==> src/rtl/pc_fetch_unit_pkg.sv <==
// Shared constants and encodings for the PIC16C5x program-counter / fetch stage.
// The control unit's Q-state, execute-state and stack-command encodings live here.
package pc_fetch_unit_pkg;

    localparam int INST_WIDTH    = 12;
    localparam int PC_WIDTH_DEF  = 11;
    localparam int FE_STATE_BITS = 2;
    localparam int EX_STATE_BITS = 3;

    localparam logic [INST_WIDTH-1:0] I_NOP_12 = 12'h000;

    // Page-select field inside STATUS (PA1:PA0 = STATUS[6:5]).
    localparam int PA_LSB = 5;
    localparam int PA_MSB = 6;

    typedef enum logic [FE_STATE_BITS-1:0] {
        FE_Q1 = 2'd0,
        FE_Q2 = 2'd1,
        FE_Q3 = 2'd2,
        FE_Q4 = 2'd3
    } fe_state_e;

    typedef enum logic [EX_STATE_BITS-1:0] {
        EX_Q4_ELSE  = 3'd0,
        EX_Q4_GOTO  = 3'd1,
        EX_Q4_CALL  = 3'd2,
        EX_Q4_RETLW = 3'd3,
        EX_Q4_FSZ   = 3'd4,
        EX_Q4_BTFSX = 3'd5
    } ex_state_e;

    typedef enum logic [1:0] {
        STK_NOP  = 2'd0,
        STK_PUSH = 2'd1,
        STK_POP  = 2'd2
    } stk_cmd_e;

endpackage

==> src/rtl/pc_fetch_unit_if.sv <==
// Bundle between the control unit / program ROM and the fetch stage.
// No valid/ready handshake: fetch_state == FE_Q4 is the sole qualifier, every other field is sampled only then.
interface pc_fetch_unit_if
    import pc_fetch_unit_pkg::*;
#(
    parameter int PC_WIDTH = PC_WIDTH_DEF
);
    logic [FE_STATE_BITS-1:0] fetch_state;
    logic [EX_STATE_BITS-1:0] exec_state;
    logic [1:0]               stack_cmd;
    logic [INST_WIDTH-1:0]    inst_in;
    logic [1:0]               pa_bits;
    logic                     skip_req;
    logic                     pcl_we;
    logic [7:0]               pcl_wdata;

    logic [PC_WIDTH-1:0]      rom_addr;
    logic [INST_WIDTH-1:0]    ir_out;
    logic [7:0]               pcl_out;
    logic [1:0]               stack_depth;
    // Stack contents exposed for observation.
    logic [PC_WIDTH-1:0]      stk0;
    logic [PC_WIDTH-1:0]      stk1;

    modport master (
        output fetch_state, exec_state, stack_cmd, inst_in, pa_bits,
               skip_req, pcl_we, pcl_wdata,
        input  rom_addr, ir_out, pcl_out, stack_depth, stk0, stk1
    );

    modport slave (
        input  fetch_state, exec_state, stack_cmd, inst_in, pa_bits,
               skip_req, pcl_we, pcl_wdata,
        output rom_addr, ir_out, pcl_out, stack_depth, stk0, stk1
    );

endinterface

==> src/rtl/pc_fetch_unit_pic_stack.sv <==
// Two-entry hardware return stack with the PIC16C5x quirks: a pop leaves stk1 in place,
// a push when full drops the old stk1, and depth saturates at 0 and 2.
module pic_stack
    import pc_fetch_unit_pkg::*;
#(
    parameter int W = PC_WIDTH_DEF
) (
    input  logic         clk,
    input  logic         rst_n,
    input  logic         en,
    input  logic [1:0]   cmd,
    input  logic [W-1:0] push_data,
    output logic [W-1:0] stk0,
    output logic [W-1:0] stk1,
    output logic [1:0]   depth
);

    logic [W-1:0] stk0_q, stk0_d;
    logic [W-1:0] stk1_q, stk1_d;
    logic [1:0]   depth_q, depth_d;

    always_comb begin
        stk0_d  = stk0_q;
        stk1_d  = stk1_q;
        depth_d = depth_q;
        if (en) begin
            if (cmd == STK_PUSH) begin
                stk1_d  = stk0_q;
                stk0_d  = push_data;
                depth_d = (depth_q == 2'd2) ? 2'd2 : depth_q + 2'd1;
            end else if (cmd == STK_POP) begin
                stk0_d  = stk1_q;
                depth_d = (depth_q == 2'd0) ? 2'd0 : depth_q - 2'd1;
            end
        end
    end

    always_ff @(posedge clk) begin
        if (!rst_n) begin
            stk0_q  <= '0;
            stk1_q  <= '0;
            depth_q <= 2'd0;
        end else begin
            stk0_q  <= stk0_d;
            stk1_q  <= stk1_d;
            depth_q <= depth_d;
        end
    end

    assign stk0  = stk0_q;
    assign stk1  = stk1_q;
    assign depth = depth_q;

endmodule

==> src/rtl/pc_fetch_unit.sv <==
// PIC16C5x program counter, instruction register and return stack.
// PC and IR change only on the edge that closes FE_Q4; jumps and skips flush IR to NOP.
module pc_fetch_unit
    import pc_fetch_unit_pkg::*;
#(
    parameter int                  PC_WIDTH     = PC_WIDTH_DEF,
    parameter logic [PC_WIDTH-1:0] RESET_VECTOR = {PC_WIDTH{1'b1}}
) (
    input  logic            clk,
    input  logic            rst_n,
    pc_fetch_unit_if.slave  bus
);

    logic [PC_WIDTH-1:0]   pc_q, pc_d;
    logic [INST_WIDTH-1:0] ir_q, ir_d;

    logic                  q4;
    logic [PC_WIDTH-1:0]   pc_inc;
    // Targets are formed at full 11-bit width; the page bits sit directly above
    // the 9-bit field, so keeping the low PC_WIDTH bits selects pa_bits[PC_WIDTH-10:0].
    logic [10:0]           goto_full;
    logic [10:0]           call_full;
    logic [10:0]           pcl_full;
    logic                  skip_state;

    logic [PC_WIDTH-1:0]   stk_top;
    logic [PC_WIDTH-1:0]   stk_next;
    logic [1:0]            stk_depth;

    assign q4         = (bus.fetch_state == FE_Q4);
    assign pc_inc     = pc_q + PC_WIDTH'(1);
    assign goto_full  = {bus.pa_bits, ir_q[8:0]};
    assign call_full  = {bus.pa_bits, 1'b0, ir_q[7:0]};
    assign pcl_full   = {bus.pa_bits, 1'b0, bus.pcl_wdata};
    assign skip_state = (bus.exec_state == EX_Q4_FSZ) || (bus.exec_state == EX_Q4_BTFSX);

    always_comb begin
        pc_d = pc_q;
        ir_d = ir_q;
        if (q4) begin
            if (bus.exec_state == EX_Q4_GOTO) begin
                pc_d = goto_full[PC_WIDTH-1:0];
                ir_d = I_NOP_12;
            end else if (bus.exec_state == EX_Q4_CALL) begin
                pc_d = call_full[PC_WIDTH-1:0];
                ir_d = I_NOP_12;
            end else if (bus.exec_state == EX_Q4_RETLW) begin
                pc_d = stk_top;
                ir_d = I_NOP_12;
            end else if (bus.pcl_we) begin
                pc_d = pcl_full[PC_WIDTH-1:0];
                ir_d = I_NOP_12;
            end else if (bus.skip_req && skip_state) begin
                pc_d = pc_inc;
                ir_d = I_NOP_12;
            end else begin
                pc_d = pc_inc;
                ir_d = bus.inst_in;
            end
        end
    end

    always_ff @(posedge clk) begin
        if (!rst_n) begin
            pc_q <= RESET_VECTOR;
            ir_q <= I_NOP_12;
        end else begin
            pc_q <= pc_d;
            ir_q <= ir_d;
        end
    end

    // PC already points past the CALL when it executes, so it is the return address.
    pic_stack #(.W(PC_WIDTH)) u_stack (
        .clk       (clk),
        .rst_n     (rst_n),
        .en        (q4),
        .cmd       (bus.stack_cmd),
        .push_data (pc_q),
        .stk0      (stk_top),
        .stk1      (stk_next),
        .depth     (stk_depth)
    );

    assign bus.rom_addr    = pc_q;
    assign bus.pcl_out     = pc_q[7:0];
    assign bus.ir_out      = ir_q;
    assign bus.stack_depth = stk_depth;
    assign bus.stk0        = stk_top;
    assign bus.stk1        = stk_next;

endmodule

==> src/flat_wrapper.sv <==
// flat-port wrapper written by rule: the top's interface ports become plain ports
module pc_fetch_unit_flat import pc_fetch_unit_pkg::*;
#(
    parameter int                  PC_WIDTH     = PC_WIDTH_DEF,
    parameter logic [PC_WIDTH-1:0] RESET_VECTOR = {PC_WIDTH{1'b1}}
)
  (clk, rst_n, bus_fetch_state, bus_exec_state, bus_stack_cmd, bus_inst_in, bus_pa_bits, bus_skip_req, bus_pcl_we, bus_pcl_wdata, bus_rom_addr, bus_ir_out, bus_pcl_out, bus_stack_depth, bus_stk0, bus_stk1);
  pc_fetch_unit_if #(.PC_WIDTH(PC_WIDTH)) bus_i ();
  input  logic clk;
  input  logic rst_n;
  input wire logic [$bits(bus_i.fetch_state)-1:0] bus_fetch_state;
  input wire logic [$bits(bus_i.exec_state)-1:0] bus_exec_state;
  input wire logic [$bits(bus_i.stack_cmd)-1:0] bus_stack_cmd;
  input wire logic [$bits(bus_i.inst_in)-1:0] bus_inst_in;
  input wire logic [$bits(bus_i.pa_bits)-1:0] bus_pa_bits;
  input wire logic [$bits(bus_i.skip_req)-1:0] bus_skip_req;
  input wire logic [$bits(bus_i.pcl_we)-1:0] bus_pcl_we;
  input wire logic [$bits(bus_i.pcl_wdata)-1:0] bus_pcl_wdata;
  output wire logic [$bits(bus_i.rom_addr)-1:0] bus_rom_addr;
  output wire logic [$bits(bus_i.ir_out)-1:0] bus_ir_out;
  output wire logic [$bits(bus_i.pcl_out)-1:0] bus_pcl_out;
  output wire logic [$bits(bus_i.stack_depth)-1:0] bus_stack_depth;
  output wire logic [$bits(bus_i.stk0)-1:0] bus_stk0;
  output wire logic [$bits(bus_i.stk1)-1:0] bus_stk1;
  assign bus_i.fetch_state = bus_fetch_state;
  assign bus_i.exec_state = bus_exec_state;
  assign bus_i.stack_cmd = bus_stack_cmd;
  assign bus_i.inst_in = bus_inst_in;
  assign bus_i.pa_bits = bus_pa_bits;
  assign bus_i.skip_req = bus_skip_req;
  assign bus_i.pcl_we = bus_pcl_we;
  assign bus_i.pcl_wdata = bus_pcl_wdata;
  assign bus_rom_addr = bus_i.rom_addr;
  assign bus_ir_out = bus_i.ir_out;
  assign bus_pcl_out = bus_i.pcl_out;
  assign bus_stack_depth = bus_i.stack_depth;
  assign bus_stk0 = bus_i.stk0;
  assign bus_stk1 = bus_i.stk1;
  pc_fetch_unit #(.PC_WIDTH(PC_WIDTH), .RESET_VECTOR(RESET_VECTOR)) u_core (.clk(clk), .rst_n(rst_n), .bus(bus_i));
endmodule
==> config.mk <==
export PLATFORM = sky130hd
export DESIGN_NAME = pc_fetch_unit_flat
export DESIGN_NICKNAME = d
export VERILOG_FILES = /design/src/rtl/pc_fetch_unit_pkg.sv /design/src/rtl/pc_fetch_unit_if.sv /design/src/rtl/pc_fetch_unit_pic_stack.sv /design/src/rtl/pc_fetch_unit.sv /design/src/flat_wrapper.sv
export SDC_FILE = /design/constraint.sdc
export NUM_CORES = 1
export LEC_CHECK = 0
export BUFFER_PORTS_ARGS = -buffer_cell sky130_fd_sc_hd__buf_2
export CORE_UTILIZATION = 34
export CTS_BUF_LIST = sky130_fd_sc_hd__clkbuf_4 sky130_fd_sc_hd__clkbuf_8
export DETAILED_ROUTE_END_ITERATION = 8
export GPL_TIMING_DRIVEN = 0
export PLACE_DENSITY = 0.69
export SKIP_LAST_GASP = 1
export SYNTH_ARGS = -nofsm -noshare
export SYNTH_HDL_FRONTEND = slang
export SYNTH_SLANG_ARGS = --single-unit
==> constraint.sdc <==
create_clock -name clk -period 1.6 [get_ports clk]
set_input_delay 0.32 -clock clk [delete_from_list [all_inputs] [get_ports clk]]
set_output_delay 0.32 -clock clk [all_outputs]
set_load 0.05 [all_outputs]
==> reports/summary.txt <==
CTS Hold Buffers Added - 0
die area - 7680 sq um
commonest non-fill, non-tap cells in the layout - 90 x buf_2, 37 x dfxtp_1, 35 x nand2_1, 31 x nor2_1, 16 x clkbuf_1
post-DP HPWL - 5990 microns
clock root cell - clkbuf_8
layout cell share with drive strength beyond 1 - 33.1%
Final Power - 2.85 mW
core area - 6940 sq um
type of the worst min-delay path - primary input to register
CP startpoint kind - register
critical path class - register to register
GR Overflow Total - 0
Main synth FF type - dfxtp_1
Worst Setup End Kind - register
hold_sp - bus_inst_in[5]
routability cong. - 0.882
Final Skew - 0.00696 ns
Ys Warns - 0
vias in the first global route - 2436
arrival time at the worst endpoint - 1.76 ns
Yosys cell types - 47
worst hold path cell count - 3
reg2reg setup slack - 0.009 ns
post-synthesis sequential area ratio - 37.8%
routed len/inst - 16.2 microns
routed wire length - 8040 microns
Syn Area/Cell - 8.28 sq um
Slew HR - 59.6%
final slew viol count - 0
P&R area growth vs syn - 30.3%
power density over the cells - 878 nW/um^2
max cap viols - 0
Initial DRT Pass Iterations - 5
initial antenna violation count - 0
crit path max fanout - 8
fill cell count - 716
clock slew at reported path FFs - 0.09 ns
Tightest Pin Transition - 0.607 ns
vias per inst - 5.40
CP required - 1.77 ns
syn nets - 339
total CTS buffers - 5
htree depth - 2
reg-to-reg startpoint - u_core.bus.rom_addr[7]
WHS Endpoint - u_core.bus.ir_out[5]
Reg2Reg Depth - 4
design area - 3250 sq um
cell area after synthesis - 2490 sq um
Post-synth ARST share - 0%
DRT iter0 DRCs - 196
die width - 87.6 microns
fin crit period - 1.59 ns
vias post-DR - 2674
Hold Violations, Final - 0
number of I/O pins - 88
DRC - 0
Gate Count Post-Synth - 301
Final period util - 99.5%
Rows - 30
first-pass GRT wire length - 12400 microns
FF+latch count, synth - 47
Final ANT Viol Nets - 0
Initial Util - 35.9%
worst IR drop on VDD - 285 uV
RSZ-0062 raised after global routing - yes
Sink Count - 47
commonest non-fill, non-tap cell in the layout - buf_2
Post-synth EDFFs - 0
Port Buf Inserts - 86
Layout Nets - 436
Clk Latency, worst-skew pair - 0.31 ns
clock buffer depth - 2
placed instance area - 3100 sq um
# diodes - 0
final setup fails - 0
FF-to-FF End - u_core.bus.rom_addr[10]
Final Core Density - 46.8%
fmax - 0.628 GHz
Die H - 87.6 microns
TritonCTS clock tree - built
total leakage power - 1.37 nW
Total Routing Usage GR - 20.9%
status - completed
largest net degree at the start of global routing - 14
==> critical path, stage by stage, from the launching register on <==
cell and delay [ns]:
dfxtp_2 0.44, nand3_1 0.14, or4_4 0.55, a31oi_4 0.20, o221ai_2 0.11
==> synth_stat cells, types with 2 or more instances <==
library cell	number	share of area (%)
a211oi_1	15	4.5
a21oi_1	13	2.6
a22oi_1	12	3.6
a31oi_1	3	0.75
a32oi_1	2	0.70
a41oi_1	3	1.1
and3_1	3	0.75
and3b_1	2	0.70
buf_2	6	1.2
buf_4	8	2.4
clkbuf_1	17	2.6
dfxtp_1	47	38
ha_1	5	2.5
inv_1	9	1.4
mux2i_1	14	5.6
nand2_1	35	5.3
nand3_1	7	1.4
nor2_1	32	4.8
nor2b_1	3	0.75
nor3_1	8	1.6
nor3b_1	2	0.60
o211a_1	3	1.2
o211ai_1	8	2.4
o21a_1	5	1.5
o21ai_0	8	1.6
o21ai_1	2	0.40
o221ai_1	5	1.8
or3_1	2	0.50
or4_1	2	0.60
xnor2_1	3	1.1
==> cells by family (layout without fill, tap and decap cells) <==
kind of cell | count (synthesis) | in the layout | share of synthesized area (%)
AOI/OAI and AO/OA | 86 | 86 | 24.8
adders and majority gates | 5 | 5 | 2.51
buffers and inverters | 41 | 139 | 7.68
muxes | 14 | 14 | 5.62
DFF | 47 | 47 | 37.8
and+or+nand+nor | 105 | 105 | 20.6
xor gates and xnor gates | 3 | 3 | 1.05
==> layer usage <==
layer	track usage, %	share of wire (%)	vias up	routed length (microns)
li1	-	-	1278	-
met1	27.6	43	1278	3430
met2	35.7	49	106	3960
met3	3.49	6.8	12	544
met4	4.47	1.2	0	98
met5	0	0	-	0
==> sequential cells by signal, summed over array words and instances (netlist names) <==
signal,cells
u_core.bus.ir_out,12
u_core.bus.rom_addr,11
u_core.u_stack.stk0,11
u_core.u_stack.stk1,11
u_core.u_stack.depth,2
==> worst max-delay path by stage <==
stage	cells after the start	end	slack (ns)	from
2_1_floorplan	5	u_core.bus.rom_addr[10]	-0.04	u_core.bus.rom_addr[2]
3_3_place_gp	6	u_core.bus.rom_addr[3]	-0.24	bus_exec_state[2]
3_5_place_dp	8	u_core.u_stack.stk1[3]	-0.31	bus_stack_cmd[1]
4_1_cts	5	u_core.bus.rom_addr[10]	0.002	u_core.bus.rom_addr[1]
5_1_grt	4	u_core.bus.rom_addr[10]	-0.03	u_core.bus.rom_addr[6]
6_report	4	u_core.bus.rom_addr[10]	0.009	u_core.bus.rom_addr[7]
==> final cells by class <==
type | count | area [sq um] | area share (%)
Clock inverter | 2 | 7.51 | 0.231
Sequential cell | 47 | 968 | 29.8
Tap cell | 96 | 120 | 3.70
Timing Repair Buffer | 91 | 468 | 14.4
Buffer | 30 | 159 | 4.89
Clock buffer | 6 | 76.3 | 2.35
Inverter | 10 | 37.5 | 1.16
Multi-Input combinational cell | 213 | 1410 | 43.5
==> stage by stage <==
stage                     instances  worst slack (ns)  hold slack (ns)  TNS, ns
after floorplan                 301           -0.0419            0.438  -0.0419
after global placement          483            -0.240            0.454    -8.55
after detailed placement        483            -0.315            0.466    -9.74
after CTS                       492           0.00169            0.244        0
after global routing            495           -0.0258            0.244  -0.0355
final                           495           0.00850            0.241        0
==> repair_timing <==
action,CTS,global route
buffers inserted,2,3
pin swaps,1,0
hold endpoints to repair,0,0
endpoints found under the setup margin,2,23
resized for setup,0,6
==> where the power goes <==
group	switching [mW]	internal, mW	leakage, nW	total (mW)
logic	0.540	0.291	0.945	0.831
registers	0.0790	1.22	0.382	1.30
clock network	0.405	0.316	0.0437	0.721
total	1.02	1.83	1.37	2.85
No activity file was read; power rests on OpenSTA's default activity.
